===== src/rtl/miner_scheduler.sv =====
// Round/block sequencer for N double-SHA256 cores plus golden-nonce FIFO; registered outputs, one core checked per cycle.
// tx_valid/tx_ready handshake on the FIFO head; hits arriving while full with no pop are dropped and flagged.
module miner_scheduler #(
  parameter int NUM_CORES = 2,
  parameter int ROUNDS = 64,
  parameter int NONCE_W = 32,
  parameter int FIFO_DEPTH = 4,
  parameter logic [NONCE_W-1:0] NONCE_START = '0
) (
  input  logic                     clk,
  input  logic                     rst,
  input  logic                     work_valid,
  input  logic [255:0]             target,
  input  logic [NUM_CORES*256-1:0] hash_in,
  output logic [1:0]               block,
  output logic [6:0]               select,
  output logic [NONCE_W-1:0]       nonce_base,
  output logic                     busy,
  output logic                     exhausted,
  output logic [NONCE_W-1:0]       tx_data,
  output logic                     tx_valid,
  input  logic                     tx_ready,
  output logic                     overflow,
  output logic [15:0]              hit_count
);

  localparam int CW = (NUM_CORES > 1) ? $clog2(NUM_CORES) : 1;
  localparam int AW = (FIFO_DEPTH > 1) ? $clog2(FIFO_DEPTH) : 1;
  localparam int CNT_W = $clog2(FIFO_DEPTH + 1);
  localparam logic [6:0] SEL_LAST = 7'(ROUNDS + 1);
  localparam logic [CW-1:0] LAST_CORE = CW'(NUM_CORES - 1);

  typedef enum logic [1:0] {IDLE, RUN, CHECK, ADVANCE} state_t;

  state_t              state;
  logic [CW-1:0]       core_idx;
  logic [255:0]        cur_hash;
  logic [NONCE_W:0]    next_base;
  logic [NONCE_W-1:0]  push_dat;
  logic                hit, pop, full, push, drop;

  logic [NONCE_W-1:0]  mem [FIFO_DEPTH];
  logic [AW-1:0]       wr_ptr, rd_ptr;
  logic [CNT_W-1:0]    count;

  always_comb begin
    cur_hash = hash_in[255:0];
    for (int i = 0; i < NUM_CORES; i++) begin
      if (core_idx == CW'(i)) cur_hash = hash_in[256*i +: 256];
    end
  end

  // A restart in the same cycle as a check discards that check's hit.
  assign hit       = (state == CHECK) && (cur_hash < target) && !work_valid;
  assign pop       = tx_valid && tx_ready;
  assign full      = (count == CNT_W'(FIFO_DEPTH));
  assign push      = hit && (!full || pop);
  assign drop      = hit && full && !pop;
  assign push_dat  = nonce_base + NONCE_W'(core_idx);
  assign next_base = {1'b0, nonce_base} + (NONCE_W+1)'(NUM_CORES);

  assign busy     = (state != IDLE);
  assign tx_valid = (count != '0);
  assign tx_data  = tx_valid ? mem[rd_ptr] : '0;

  always_ff @(posedge clk) begin
    if (push) mem[wr_ptr] <= push_dat;
  end

  always_ff @(posedge clk) begin
    if (rst) begin
      wr_ptr <= '0;
      rd_ptr <= '0;
      count  <= '0;
    end else begin
      if (push) wr_ptr <= wr_ptr + AW'(1);
      if (pop)  rd_ptr <= rd_ptr + AW'(1);
      if (push && !pop)      count <= count + CNT_W'(1);
      else if (pop && !push) count <= count - CNT_W'(1);
    end
  end

  always_ff @(posedge clk) begin
    if (rst) begin
      overflow  <= 1'b0;
      hit_count <= '0;
    end else begin
      if (work_valid) overflow <= 1'b0;
      else if (drop)  overflow <= 1'b1;
      if (push && hit_count != 16'hFFFF) hit_count <= hit_count + 16'd1;
    end
  end

  always_ff @(posedge clk) begin
    if (rst) begin
      state      <= IDLE;
      block      <= '0;
      select     <= '0;
      nonce_base <= NONCE_START;
      exhausted  <= 1'b0;
      core_idx   <= '0;
    end else if (work_valid) begin
      state      <= RUN;
      block      <= '0;
      select     <= '0;
      nonce_base <= NONCE_START;
      exhausted  <= 1'b0;
      core_idx   <= '0;
    end else begin
      case (state)
        IDLE: ;
        RUN: begin
          if (select == SEL_LAST) begin
            select <= '0;
            if (block == 2'd2) begin
              state    <= CHECK;
              core_idx <= '0;
            end else begin
              block <= block + 2'd1;
            end
          end else begin
            select <= select + 7'd1;
          end
        end
        CHECK: begin
          if (core_idx == LAST_CORE) state <= ADVANCE;
          else core_idx <= core_idx + CW'(1);
        end
        ADVANCE: begin
          // Carry out of the nonce adder means the nonce space is used up.
          if (next_base[NONCE_W]) begin
            exhausted <= 1'b1;
            state     <= IDLE;
          end else begin
            nonce_base <= next_base[NONCE_W-1:0];
            block      <= 2'd1;
            select     <= '0;
            state      <= RUN;
          end
        end
        default: state <= IDLE;
      endcase
    end
  end

endmodule


===== config.mk =====
export PLATFORM = sky130hd
export DESIGN_NAME = miner_scheduler
export DESIGN_NICKNAME = d
export VERILOG_FILES = /design/src/rtl/miner_scheduler.sv
export SDC_FILE = /design/constraint.sdc
export NUM_CORES = 1
export LEC_CHECK = 0
export CORE_AREA = 2 2 341 343
export DETAILED_ROUTE_END_ITERATION = 16
export DIE_AREA = 0 0 343 345
export MAX_ROUTING_LAYER = met4
export SETUP_SLACK_MARGIN = 0.3
export SLEW_MARGIN = 10
export SYNTH_ARGS = -nofsm -noshare
export SYNTH_HDL_FRONTEND = slang
export SYNTH_SLANG_ARGS = --single-unit

===== constraint.sdc =====
create_clock -name clk -period 6.5 [get_ports clk]
set_input_delay 1.95 -clock clk [delete_from_list [all_inputs] [get_ports clk]]
set_output_delay 1.95 -clock clk [all_outputs]
set_load 0.02 [all_outputs]

==> metrics.cfg <==
[setup_path]
cp.required_ps=6890
crit_slowest_cell=clkdlybuf4s50_1
crit_buf_inv=3
start_kind=input pin
path_cells=clkdlybuf4s50_1, mux2_2, ha_1, a21oi_2, o21ai_1, a221o_1, a311o_1, nor4_4, nor2_2, o31ai_4, buf_4, and3_1, ha_1, inv_1, fa_1, xor2_1, or3_1, a21oi_1
cp_max_fo=2
end_kind=flop
crit_top_cell=ha_1
worst-setup-path-type=in -> reg
arrival_ps=6300
critical_path.top_delay_family=compound AO/OA/AOI/OAI gates
cpPeakStageDelay_ps=420

[layout]
final_area_um2=29300
instances_no_fill=4265
mostFrequentLayoutCell=clkdlybuf4s50_1
ff_latch_area_um2=5250
area_delta_synth_final_pct=65.9
finalNetCount=3730
mostFrequentLayoutCells=clkdlybuf4s50_1, inv_1, ha_1
drive_above_1_share=0.151
multi_input_area_um2=11200
n_fill_cell=12300

[yosys]
avgSynthCellArea_um2=9.78
yosysTopAreaCellShare=0.218
seq_area_frac_synth=0.297
synth_flop_cell=edfxtp_1
syn_inst=1805
yosysTopAreaCell=edfxtp_1
ys_seq_elements=198
syn_nets=2843
syn_area_um2=17700
synth-edff-count=128
synth_adder_area_share=0.189
synth_warnings=0
async_flop_share=0
synth_compound_area_frac=0.0945
muxShareOfSynthArea=0.208
synthSimpleGateAreaFrac=0.123
synth.area.top_cells=edfxtp_1, ha_1, mux2_2, dfxtp_1, inv_1
yosys.cell_types.count=66
synth_top_family_by_area=multiplexers
synth_xor_area_frac=0.0184

[route]
ant_nets=0
viasPerCell=3.98
wl_mm=93.6
drt_first_pass_iters=5
wl_per_cell_um=21.9
drtIter0Drc=644
via_count=17000
drc_errors=0

[clocking]
cts_buffer_depth=2
cts_hold_buf=0
cts_inserted_buffers=17
cts_tree=done
cts_max_level=4
cts_sinks=198
post_cts_buffers=0
clk-insertion-delay-late_ps=460
root_buffer=clkbuf_16
clk_pin_slew_ps=80

[timing]
slew_violations=0
setup_violations=0
fin_skew_ps=24.8
hold_viol=0
tightestPinTransition_ps=1010
fmax_mhz=169
layout_setup_ws_ps=584
slew_headroom=0.321
finalCritPeriodShare=0.910
rsz0062_at_grt=false
post-route-min-period_ps=5920
setup_tns_ps=0

[global_route]
grt_overflow=0
antenna_found_initial=75
grt_pass1_wl_mm=128
grt_max_degree=57
grt_pass1_vias=17700
grtUsageTotal=0.157

[place]
dp_hpwl_mm=83.3
dp_slack_ps=-837
place_congestion=0.936
placed_cells=4197
portBuffers=863
dpl_cell_area_um2=28500

[die]
row_count=125
dieArea_um2=118000
die_x_um=343
start_util=0.153
pin_count=865
coreArea_um2=115000
die_h_um=345

[power_and_ir_drop]
finalPower_w=0.00440
power_leakage_nw=11.4
max-vdd-ir-drop_v=0.000137
powerDensity_nw_per_um2=150

[outcome]
status=completed

[run]
drv_cap=0

[min_path]
hold_path.class=reg -> reg

-- stage by stage --
step | util | hold WS (ps)
floorplan | - | 455
global placement | 0.248 | 454
detailed placement | 0.248 | 461
CTS | 0.254 | 486
global route | 0.254 | 515
finish | 0.254 | 480
-- power breakdown --
group	internal [W]	total [W]	leakage, nW	switching (W)
Combinational	0.00104	0.00193	9.54	0.000891
Sequential	0.00133	0.00137	1.62	0.0000328
Clock	0.000531	0.00111	0.294	0.000574
-- sequential cells by signal (all words and copies together), names as in the netlist, named ones only --
signal and cells:
mem 128, nonce_base 31, hit_count 16, select 7, count 3, block 2
rd_ptr 2, state 2, wr_ptr 2, core_idx 1, exhausted 1, overflow 1
-- kinds of logic after synthesis --
family                   after synthesis
adder cells (fa/ha/maj)              266
AO/OA/AOI/OAI                        262
XOR/XNOR                              37
AND/OR/NAND/NOR                      419
other                                  1
flip-flops                           198
buffers and inverters                328
multiplexers                         294
-- worst paths after layout --
path	from	to	slack [ps]	depth (start not counted)
worst max-delay path	hash_in[289]	count[2]	580	18
worst min-delay path	exhausted	exhausted	480	2
worst max register to register	core_idx	count[2]	1280	20
worst min register to register	exhausted	exhausted	480	2
-- final cells by class --
class | count | area share
Sequential cell | 198 | 0.179
Antenna cell | 36 | 0.00308
Clock inverter | 15 | 0.00632
Inverter | 274 | 0.0351
Timing Repair Buffer | 922 | 0.313
Clock buffer | 17 | 0.0145
Tap cell | 1524 | 0.0651
Multi-Input combinational cell | 1279 | 0.383
-- layer usage --
layer  up-vias  wire length, um  global-route usage
met3       100             7540              0.0451
met2       625            49100               0.289
li1       8364                -                   -
met4         0             1200              0.0211
met5         -                0                   -
met1      7897            35800               0.168
-- synth_stat cells, types with 4 or more instances --
library cell / count
a2111oi_0: 4
a211oi_1: 19
a21o_1: 17
a21oi_1: 96
a221o_1: 4
a31o_2: 6
a31oi_1: 5
and2_1: 45
and3_1: 18
and4_1: 13
buf_1: 4
clkbuf_1: 45
dfxtp_1: 70
edfxtp_1: 128
ha_1: 265
inv_1: 274
mux2_2: 255
mux2i_1: 5
mux4_2: 32
nand2_1: 70
nand2b_1: 11
nand3_1: 52
nand4_1: 59
nor2_1: 103
nor2b_1: 10
nor3_1: 11
nor3b_1: 5
nor4_1: 9
o211ai_1: 8
o21a_1: 15
o21ai_0: 49
o21ai_1: 4
o221ai_1: 5
or3_1: 4
xnor2_1: 11
xor2_1: 26
-- worst min-delay path, stage by stage (launching register included) --
cell and delay, ps:
dfxtp_1 340, a31oi_1 50, nor2_1 70
-- repair_timing --
item,CTS,global route
endpoints found under the setup margin,148,1
cloned,0,0
resized for setup,6,5
pin swaps,1,2
Power figures use the tool's default switching activity.
